`src/rtl/imem_loader_pkg.sv`:
```
// Shared state encoding and frame constants for the byte-stream program loader.
package imem_loader_pkg;

   typedef enum logic [2:0] {
      S_LEN0,
      S_LEN1,
      S_DATA,
      S_CSUM,
      S_HALT,
      S_DONE,
      S_ERR
   } state_e;

   localparam logic [31:0] HALT_WORD = 32'h0000_0000;
   localparam int          HDR_BYTES = 2;

endpackage

```
`src/rtl/imem_loader_word_asm.sv`:
```
// Little-endian byte-to-word assembler: three bytes are held, the fourth completes the word
// combinationally so the caller can register the imem write in the same cycle it is accepted.
module imem_loader_word_asm
   import imem_loader_pkg::*;
(
   input  logic        clk,
   input  logic        reset,
   input  logic        byte_valid,
   input  logic [7:0]  byte_data,
   output logic        word_valid,
   output logic [31:0] word_data
);

   logic [1:0]  cnt_q, cnt_d;
   logic [23:0] shift_q, shift_d;

   always_comb begin
      // NOTE: every variable gets a default before any branch; a path that leaves one unassigned infers a latch.
      cnt_d   = cnt_q;
      shift_d = shift_q;
      if (byte_valid) begin
         cnt_d   = cnt_q + 2'd1;
         shift_d = {byte_data, shift_q[23:8]};
      end
   end

   assign word_valid = byte_valid && (cnt_q == 2'd3);
   assign word_data  = {byte_data, shift_q};

   always_ff @(posedge clk) begin
      // NOTE: sequential state uses non-blocking assignment so all flops sample pre-edge values.
      if (!reset) begin
         cnt_q   <= '0;
         shift_q <= '0;
      end else begin
         cnt_q   <= cnt_d;
         shift_q <= shift_d;
      end
   end

endmodule

```
`src/rtl/imem_loader.sv`:
```
// Framed program loader: LEN0 LEN1 | N little-endian words | XOR checksum, written into imem.
// Define IMEM_LOADER_HALT_WORD_EN to append a zero halt word at BASE_ADDR+N after a good load.
module imem_loader
   import imem_loader_pkg::*;
#(
   parameter int ADDR_WIDTH = 10,
   parameter int BASE_ADDR  = 0
) (
   input  logic                  clk,
   input  logic                  reset,
   input  logic                  in_valid,
   input  logic [7:0]            in_data,
   output logic                  in_ready,
   output logic                  imem_we,
   output logic [ADDR_WIDTH-1:0] imem_addr,
   output logic [31:0]           imem_wdata,
   output logic                  cpu_reset,
   output logic                  done,
   output logic                  error
);

   localparam logic [31:0]           MAX_WORDS = 32'(1) << ADDR_WIDTH;
   localparam logic [ADDR_WIDTH-1:0] BASE      = ADDR_WIDTH'(BASE_ADDR);

   state_e                state_q, state_d;
   logic [15:0]           len_q, len_d;
   logic [7:0]            csum_q, csum_d;
   logic [ADDR_WIDTH:0]   k_q, k_d;
   logic                  in_ready_q, in_ready_d;
   logic                  imem_we_q, imem_we_d;
   logic [ADDR_WIDTH-1:0] imem_addr_q, imem_addr_d;
   logic [31:0]           imem_wdata_q, imem_wdata_d;
   logic                  cpu_reset_q, cpu_reset_d;
   logic                  done_q, done_d;
   logic                  error_q, error_d;

   logic                  accept;
   logic                  asm_valid;
   logic                  word_valid;
   logic [31:0]           word_data;
   logic [15:0]           len_full;

   assign accept    = in_valid && in_ready_q;
   assign asm_valid = accept && (state_q == S_DATA);
   assign len_full  = {in_data, len_q[7:0]};

   imem_loader_word_asm u_word_asm (
      .clk        (clk),
      .reset      (reset),
      .byte_valid (asm_valid),
      .byte_data  (in_data),
      .word_valid (word_valid),
      .word_data  (word_data)
   );

   always_comb begin
      state_d      = state_q;
      len_d        = len_q;
      csum_d       = csum_q;
      k_d          = k_q;
      imem_we_d    = 1'b0;
      imem_addr_d  = imem_addr_q;
      imem_wdata_d = imem_wdata_q;
      cpu_reset_d  = cpu_reset_q;
      done_d       = done_q;
      error_d      = error_q;

      case (state_q)
         S_LEN0: if (accept) begin
            len_d[7:0] = in_data;
            csum_d     = csum_q ^ in_data;
            state_d    = S_LEN1;
         end
         S_LEN1: if (accept) begin
            len_d[15:8] = in_data;
            csum_d      = csum_q ^ in_data;
            if (32'(len_full) > MAX_WORDS) begin
               state_d = S_ERR;
               error_d = 1'b1;
            end else if (len_full == 16'd0) begin
               state_d = S_CSUM;
            end else begin
               state_d = S_DATA;
            end
         end
         S_DATA: if (accept) begin
            csum_d = csum_q ^ in_data;
            if (word_valid) begin
               imem_we_d    = 1'b1;
               imem_addr_d  = BASE + k_q[ADDR_WIDTH-1:0];
               imem_wdata_d = word_data;
               k_d          = k_q + 1'b1;
               if ((32'(k_q) + 32'd1) == 32'(len_q)) state_d = S_CSUM;
            end
         end
         S_CSUM: if (accept) begin
            if (in_data != csum_q) begin
               state_d = S_ERR;
               error_d = 1'b1;
`ifdef IMEM_LOADER_HALT_WORD_EN
            end else if (!k_q[ADDR_WIDTH]) begin
               // k equals N here, so its top bit is set only when N == MAX_WORDS.
               imem_we_d    = 1'b1;
               imem_addr_d  = BASE + k_q[ADDR_WIDTH-1:0];
               imem_wdata_d = HALT_WORD;
               state_d      = S_HALT;
`endif
            end else begin
               state_d     = S_DONE;
               done_d      = 1'b1;
               cpu_reset_d = 1'b0;
            end
         end
`ifdef IMEM_LOADER_HALT_WORD_EN
         S_HALT: begin
            state_d     = S_DONE;
            done_d      = 1'b1;
            cpu_reset_d = 1'b0;
         end
`endif
         default: ;
      endcase

      in_ready_d = (state_d == S_LEN0) || (state_d == S_LEN1) ||
                   (state_d == S_DATA) || (state_d == S_CSUM);
   end

   always_ff @(posedge clk) begin
      if (!reset) begin
         state_q      <= S_LEN0;
         len_q        <= '0;
         csum_q       <= '0;
         k_q          <= '0;
         in_ready_q   <= 1'b0;
         imem_we_q    <= 1'b0;
         imem_addr_q  <= '0;
         imem_wdata_q <= '0;
         cpu_reset_q  <= 1'b1;
         done_q       <= 1'b0;
         error_q      <= 1'b0;
      end else begin
         state_q      <= state_d;
         len_q        <= len_d;
         csum_q       <= csum_d;
         k_q          <= k_d;
         in_ready_q   <= in_ready_d;
         imem_we_q    <= imem_we_d;
         imem_addr_q  <= imem_addr_d;
         imem_wdata_q <= imem_wdata_d;
         cpu_reset_q  <= cpu_reset_d;
         done_q       <= done_d;
         error_q      <= error_d;
      end
   end

   assign in_ready   = in_ready_q;
   assign imem_we    = imem_we_q;
   assign imem_addr  = imem_addr_q;
   assign imem_wdata = imem_wdata_q;
   assign cpu_reset  = cpu_reset_q;
   assign done       = done_q;
   assign error      = error_q;

endmodule
```
`config.mk`:
```
export PLATFORM = sky130hd
export DESIGN_NAME = imem_loader
export DESIGN_NICKNAME = d
export VERILOG_FILES = /design/src/rtl/imem_loader_pkg.sv /design/src/rtl/imem_loader_word_asm.sv /design/src/rtl/imem_loader.sv
export SDC_FILE = /design/constraint.sdc
export NUM_CORES = 1
export LEC_CHECK = 0
export CORE_MARGIN = 8
export CORE_UTILIZATION = 40
export DETAILED_ROUTE_END_ITERATION = 16
export HOLD_SLACK_MARGIN = 0.06
export PLACE_DENSITY_LB_ADDON = 0.15
export SYNTH_ARGS = -nofsm -noshare
export SYNTH_HDL_FRONTEND = slang
export SYNTH_SLANG_ARGS = --single-unit
export TNS_END_PERCENT = 50
```
`constraint.sdc`:
```
create_clock -name clk -period 1.8 [get_ports clk]
set_input_delay 0.18 -clock clk [delete_from_list [all_inputs] [get_ports clk]]
set_output_delay 0.18 -clock clk [all_outputs]
set_load 0.01 [all_outputs]
```
# [Word-level counts from Yosys, hierarchy flattened]
# Cells that the tools add are included.
[word_totals] reg_bits=111 out_inout_bits=47 input_bits=11
[op_classes] add_sub_neg=3 n_eq_ne=13 n_bitwise=2 n_reduce_logical=18 n_lt_le_gt_ge=1 muxes=16
[op_table] cell="3-bit 2-to-1 mux" count=7
[op_table] cell="12-bit by 16-bit equality test with 1-bit output" count=1
[op_table] cell="16-bit by 11-bit greater-than comparator with 1-bit output, second input constant" count=1
[op_table] cell="16-bit zero test" count=1
[op_table] cell="11-bit by 1-bit adder with 12-bit output, second input constant" count=1
[op_table] cell="3-bit by 2-bit equality test with 1-bit output, second input constant" count=4
[op_table] cell="3-bit case mux with 4 select lines" count=1
[op_table] cell="11-bit by 1-bit adder with 11-bit output, second input constant" count=1
[op_table] cell="3-bit AND reduction" count=3
[op_table] cell="2-bit != test, second input constant" count=4
[op_table] cell="8-bit != test" count=1
[op_table] cell="8-bit XOR" count=1
[op_table] cell="3-bit by 1-bit equality test with 1-bit output, second input constant" count=2
[op_table] cell="3-bit zero test" count=2
[op_table] cell="1-bit 2-to-1 mux" count=6
[op_table] cell="2-bit AND reduction" count=3
[op_table] cell="5-bit AND reduction" count=1
[op_table] cell="1-bit logical AND" count=3
[op_table] cell="1-bit logical OR" count=3
[op_table] cell="3-bit OR reduction" count=1
[op_table] cell="2-bit by 1-bit adder with 2-bit output, second input constant" count=1
[op_table] cell="2-bit equality test, second input constant" count=1
[op_table] cell="2-bit 2-to-1 mux" count=1
[op_table] cell="1-bit case mux with 2 select lines" count=1
[op_table] cell="other kinds (2)" count=2

# [Depth between registers and ports, before layout]
[logic_depth] depth_word=10 mapped_depth=8

# [Cells and area by module]
# A second synthesis with hierarchy kept.
[unflattened] cells_unflattened=531 area_unflattened_um2=4927.2
[modules_own_cells] mod="imem_loader" instances=1 seq_area_each_um2=1701.6 cells_per_inst=438 area_each_um2=3851.2
[modules_own_cells] mod="imem_loader_word_asm" instances=1 seq_area_each_um2=520.5 cells_per_inst=93 area_each_um2=1076.0

# [Worst setup path before layout]
# OpenSTA, ideal clock, no wires.
[synth_timing] path_type="register to register" startpoint="register in_ready_q, in the netlist in_ready" endpoint="register k_q[9]" setup_ns=0.115 required_time_ns=1.685 setup_slack_ns=0.321 stages_incl_launch_ff=9 arrival_time_ns=1.364 path_cell_list="dfxtp_1 -> and2_1 -> buf_6 -> and4_4 -> buf_6 -> buf_8 -> nand2_2 -> xnor2_1 -> and2_1"
[synth_between] elab_chain_len=4
[synth_rtl] item="start, declared" line_no="imem_loader.sv:29" rtl="logic in_ready_q, in_ready_d;"
[synth_rtl] item="start signal, assigned" line_no="imem_loader.sv:146" rtl="in_ready_q <= in_ready_d;"
[synth_rtl] item="1-bit logical AND (*)" line_no="imem_loader.sv:43" rtl="assign accept = in_valid && in_ready_q;"
[synth_rtl] item="1-bit logical AND" line_no="imem_loader.sv:44" rtl="assign asm_valid = accept && (state_q == S_DATA);"
[synth_rtl] item="1-bit logical AND" line_no="imem_loader_word_asm.sv:27" rtl="assign word_valid = byte_valid && (cnt_q == 2'd3);"
[synth_rtl] item="3-bit AND reduction (no line) (*)"
[synth_rtl] item="end signal, assigned" line_no="imem_loader.sv:145" rtl="k_q <= k_d;"
[synth_rtl] item="end, declared" line_no="imem_loader.sv:28" rtl="logic [ADDR_WIDTH:0] k_q, k_d;"
# Mark *: on every way between the ends. The rest lies on a longest branch, timed or not.
# A chain may end at the register's enable or synchronous reset.

==> run summary <==
The run gives 0.3258 ns as the final-layout worst hold slack. The post-detailed-route count of antenna-violating nets was 0. Clock skew on the completed layout was measured at 0.009601 ns. Share of synthesized area occupied by flip-flops and latches: 0.4521.

Buffers added to address setup during post-CTS repair amount to 0. The multi-input combinational cell area is 2407 sq um. The cell sitting at the root of the clock tree is a clkbuf_16. The area share of xor/xnor cells in the synthesized design was 0.07459; the proportion of power drawn by flip-flops and latches was 0.518. The final net count is 626, and the total of endpoints with negative setup slack in the final report is 0. The global-route congestion overflow total was 0. The startpoint identified for the worst register-to-register timing path is k_q[3].

The switching share of power is 0.2354, and the simple-gate share of the synthesized area is 0.2447. The logs give 0.1434 for the total track usage and 0.4985 for the share of the core filled with cells. The number of core rows came out at 40.

At the pin with the least slew margin, the transition time is 0.3672 ns. The netlist area before placement was 4915 sq um; the depth of the most critical reg-to-reg path was 5. Flop and latch count out of synthesis: 111.

The worst setup path is launched from a flip-flop. The critical path class is flip-flop to flip-flop. From synthesis to final layout, the design area changed by 21.84%. The number of global-route vias before repair came out at 3,682. The detailed placement HPWL came out at 7763 microns.

The net count after synthesis is 567. Complex-gate fraction of the synthesized area: 0.1466. The primary flip-flop cell chosen by synthesis mapping was dfxtp_1. Leakage power of the design: 2.065 nW.

Path class of the lowest-slack min-delay path: primary input to flip-flop. The number of vias after detailed routing is 3,755, and the ratio of total power to cell area is 813.9 nW/um^2. Synthesis instantiated 51 different standard cells from the library. Once routing completed, OpenROAD measured the worst setup slack at 0.1568 ns.

The vertical die dimension was 126.8 microns; the count of routing violations after the opening detailed-route iteration was 260. The completed layout was analyzed and its total power is 0.004874 W. The post-synthesis cell type with the largest combined area was dfxtp_1. Required time of the critical path: 2.07 ns. After clock tree synthesis, the clock-pin slew on the worst setup and hold paths is 0.08 ns. The core region is 12,010 sq um. The library cell used most frequently in the layout, excluding fill and tap cells, is nand2_1.

The logs give 0 for the number of antenna violations at the first check in global routing and 0.413 for the clock share of power. Setup repair after global routing left no endpoint under its margin. 58 I/O pins were placed.

The worst setup path is captured at a flip-flop. Number of fill cells: 1,201. The beginning of the critical path was k_q[3].

The horizontal extent of the die is 126.8 microns, and the largest net degree at the start of global routing is 112. The routed wire length per instance was 14.56 microns; the maximum vdd drop was 0.3923 mV. The tools report the source of the worst hold timing path as reset. Multiplexer share of the synthesized area: 0.01833.

The ratio of cells with drive above 1 in the final layout was 0.1214; the total length of routed wires was 11,140 microns. Leaving out fill and tap cells, the most frequent cells in the layout are 162 x nand2_1, 109 x dfxtp_1, 56 x clkdlybuf4s50_1. The tools report the cell count after synthesis as 554. In this run the number of H-tree levels came out at 3. The routability-driven placement congestion ratio was 0.8398. Port buffering added 57 buffers.

After detailed routing, the number of remaining DRC violations is 0. The synthesis warning total was 0. The number of clock buffers added by TritonCTS is 9.

The run gives 0 as the final count of pins violating max slew. Using the TritonRoute via totals, the vias-per-cell ratio works out to 4.908. TritonCTS built the clock tree.

The post-synthesis area per instance is 8.871 sq um, and the adder-cell share of the synthesized area is 0.005092. The relative slew slack is 0.7529, and the minimum clock period after layout is 1.643 ns. The clock net sink count was 111; the later-pin clock latency in the skew report was 0.35 ns.

The analysis attributes to net switching a power of 0.001147 W. For the area of the die, the log shows 16,090 sq um. The combinational family with the most area after synthesis was simple AND/OR/NAND/NOR gates.

Period utilization: 0.9129. The placement-stage worst setup slack is -0.05391 ns. In this run, synthesis inferred 0 flip-flops with an integrated enable. Iteration count of the initial detailed-routing pass: 4.

The number of hold buffers added after CTS was 0. The footprint of the flip-flops and latches was 2225 sq um; the number of max-cap violations was 0. The flow ran to the end, and the final reports show no timing, DRC or antenna violations. The repair_antennas step left the layout with diodes totalling 0.

After synthesis, the cell types taking the most area are dfxtp_1 45%, nand2_1 12%, a21boi_0 6.0%. For the effective utilization at floorplan, the log shows 0.4092. The combinational share of power came out at 0.069. The share of Yosys cell area claimed by the top area cell type is 0.4521, and the internal power consumption is 0.003726 W. The tools report the data arrival time at the worst-slack endpoint as 1.91 ns. Derived from the worst setup path, the maximum achievable clock frequency is 608.6 MHz. In this run the register-to-register setup slack is 0.16 ns. Counting along the longest clock path gives a buffer depth of 2.

Of all nets on the critical path, the largest fanout is 8. The wire length of the first global-routing pass is 18,730 microns. The final number of hold-violating endpoints is 0, and the post-synthesis async set-or-reset flop share is 0.
layer usage:
| layer | vias up | wire [microns] | track usage |
|---|---|---|---|
| met1 | 1755 | 5713 | 0.1910 |
| li1 | 1936 | - | - |
| met2 | 54 | 4762 | 0.2156 |
| met4 | 0 | 167 | 0.05948 |
| met5 | - | 0 | 0 |
| met3 | 10 | 498 | 0.03603 |
cell usage after synthesis, types with 2 or more instances:
cell        n
a21boi_0   39
a21boi_1   39
and2_1     12
and3_1      2
and3_4      2
buf_1       2
buf_2      14
buf_6      11
clkbuf_1   14
dfxtp_1   111
ha_1        2
inv_1       3
mux2i_1     9
nand2_1   162
nand2_2     3
nand3_1    13
nand3_2     2
nand4_1     6
nor2_1      4
nor2_4      2
nor2b_1    20
nor3_1      2
nor3b_1     2
nor4_1      5
nor4_2      2
o21a_1      2
o21ai_0     5
o221ai_1    2
or3_1       2
xnor2_1    26
xor2_1     14
kinds of logic after synthesis:
group / count (synthesis)
AOI/OAI and AO/OA: 96
xor gates and xnor gates: 41
adders and majority gates: 2
buffers and inverters: 46
DFF: 111
muxes: 9
and+or+nand+nor: 249
state kept, by name, summed over array words and instances (netlist names), named ones only:
signal,cells
cpu_reset,1
imem_addr,10
csum_q,8
k_q,11
u_word_asm.cnt_q,2
imem_we,1
done,1
error,1
len_q,16
in_ready,1
imem_wdata,32
u_word_asm.shift_q,24
power groups by stage:
stage	clock network, W	logic (W)	registers, W
2_1_floorplan	0	0.000240	0.00257
3_3_place_gp	0	0.000338	0.00258
3_5_place_dp	0	0.000340	0.00258
5_1_grt	0.00218	0.000369	0.00253
6_report	0.00201	0.000339	0.00252
4_1_cts	0.00207	0.000342	0.00252
worst max-delay path, cell delays in order, from the launching register on:
cell	delay, ns
dfxtp_1	0.46
nand4_1	0.23
nor4_2	0.34
xnor2_1	0.15
nand3_1	0.13
o31ai_2	0.25
stage by stage:
| stage | cell area, sq um | setup TNS (ns) | instances |
|---|---|---|---|
| floorplan | 4915 | 0 | 554 |
| finish | 5988 | 0 | 765 |
| CTS | 5983 | 0 | 765 |
| global route | 5988 | 0 | 765 |
| detailed placement | 5680 | -0.2678 | 749 |
| global placement | 5680 | -0.06650 | 749 |
final cells by class:
type	count	share of cell area
multi-input cells	397	0.4020
flip-flops and latches	111	0.3715
repair buffers	91	0.1433
clock buffers	12	0.04450
well taps	147	0.03071
clock inverters	4	0.006059
inverters	3	0.001880
worst min path at each step:
stage,to,cells past startpoint,slack [ns]
5_1_grt,cpu_reset,3,0.35
3_3_place_gp,imem_addr[6],2,0.44
2_1_floorplan,imem_wdata[2],2,0.43
3_5_place_dp,imem_wdata[5],2,0.45
6_report,cpu_reset,3,0.33
4_1_cts,cpu_reset,3,0.34
timing repair:
action | 4_1_cts | 5_1_grt
resized for setup | 0 | 3
endpoints found under the setup margin | 0 | 1
endpoints found under the hold margin | 0 | 0
No activity file was read; power rests on OpenSTA's default activity.
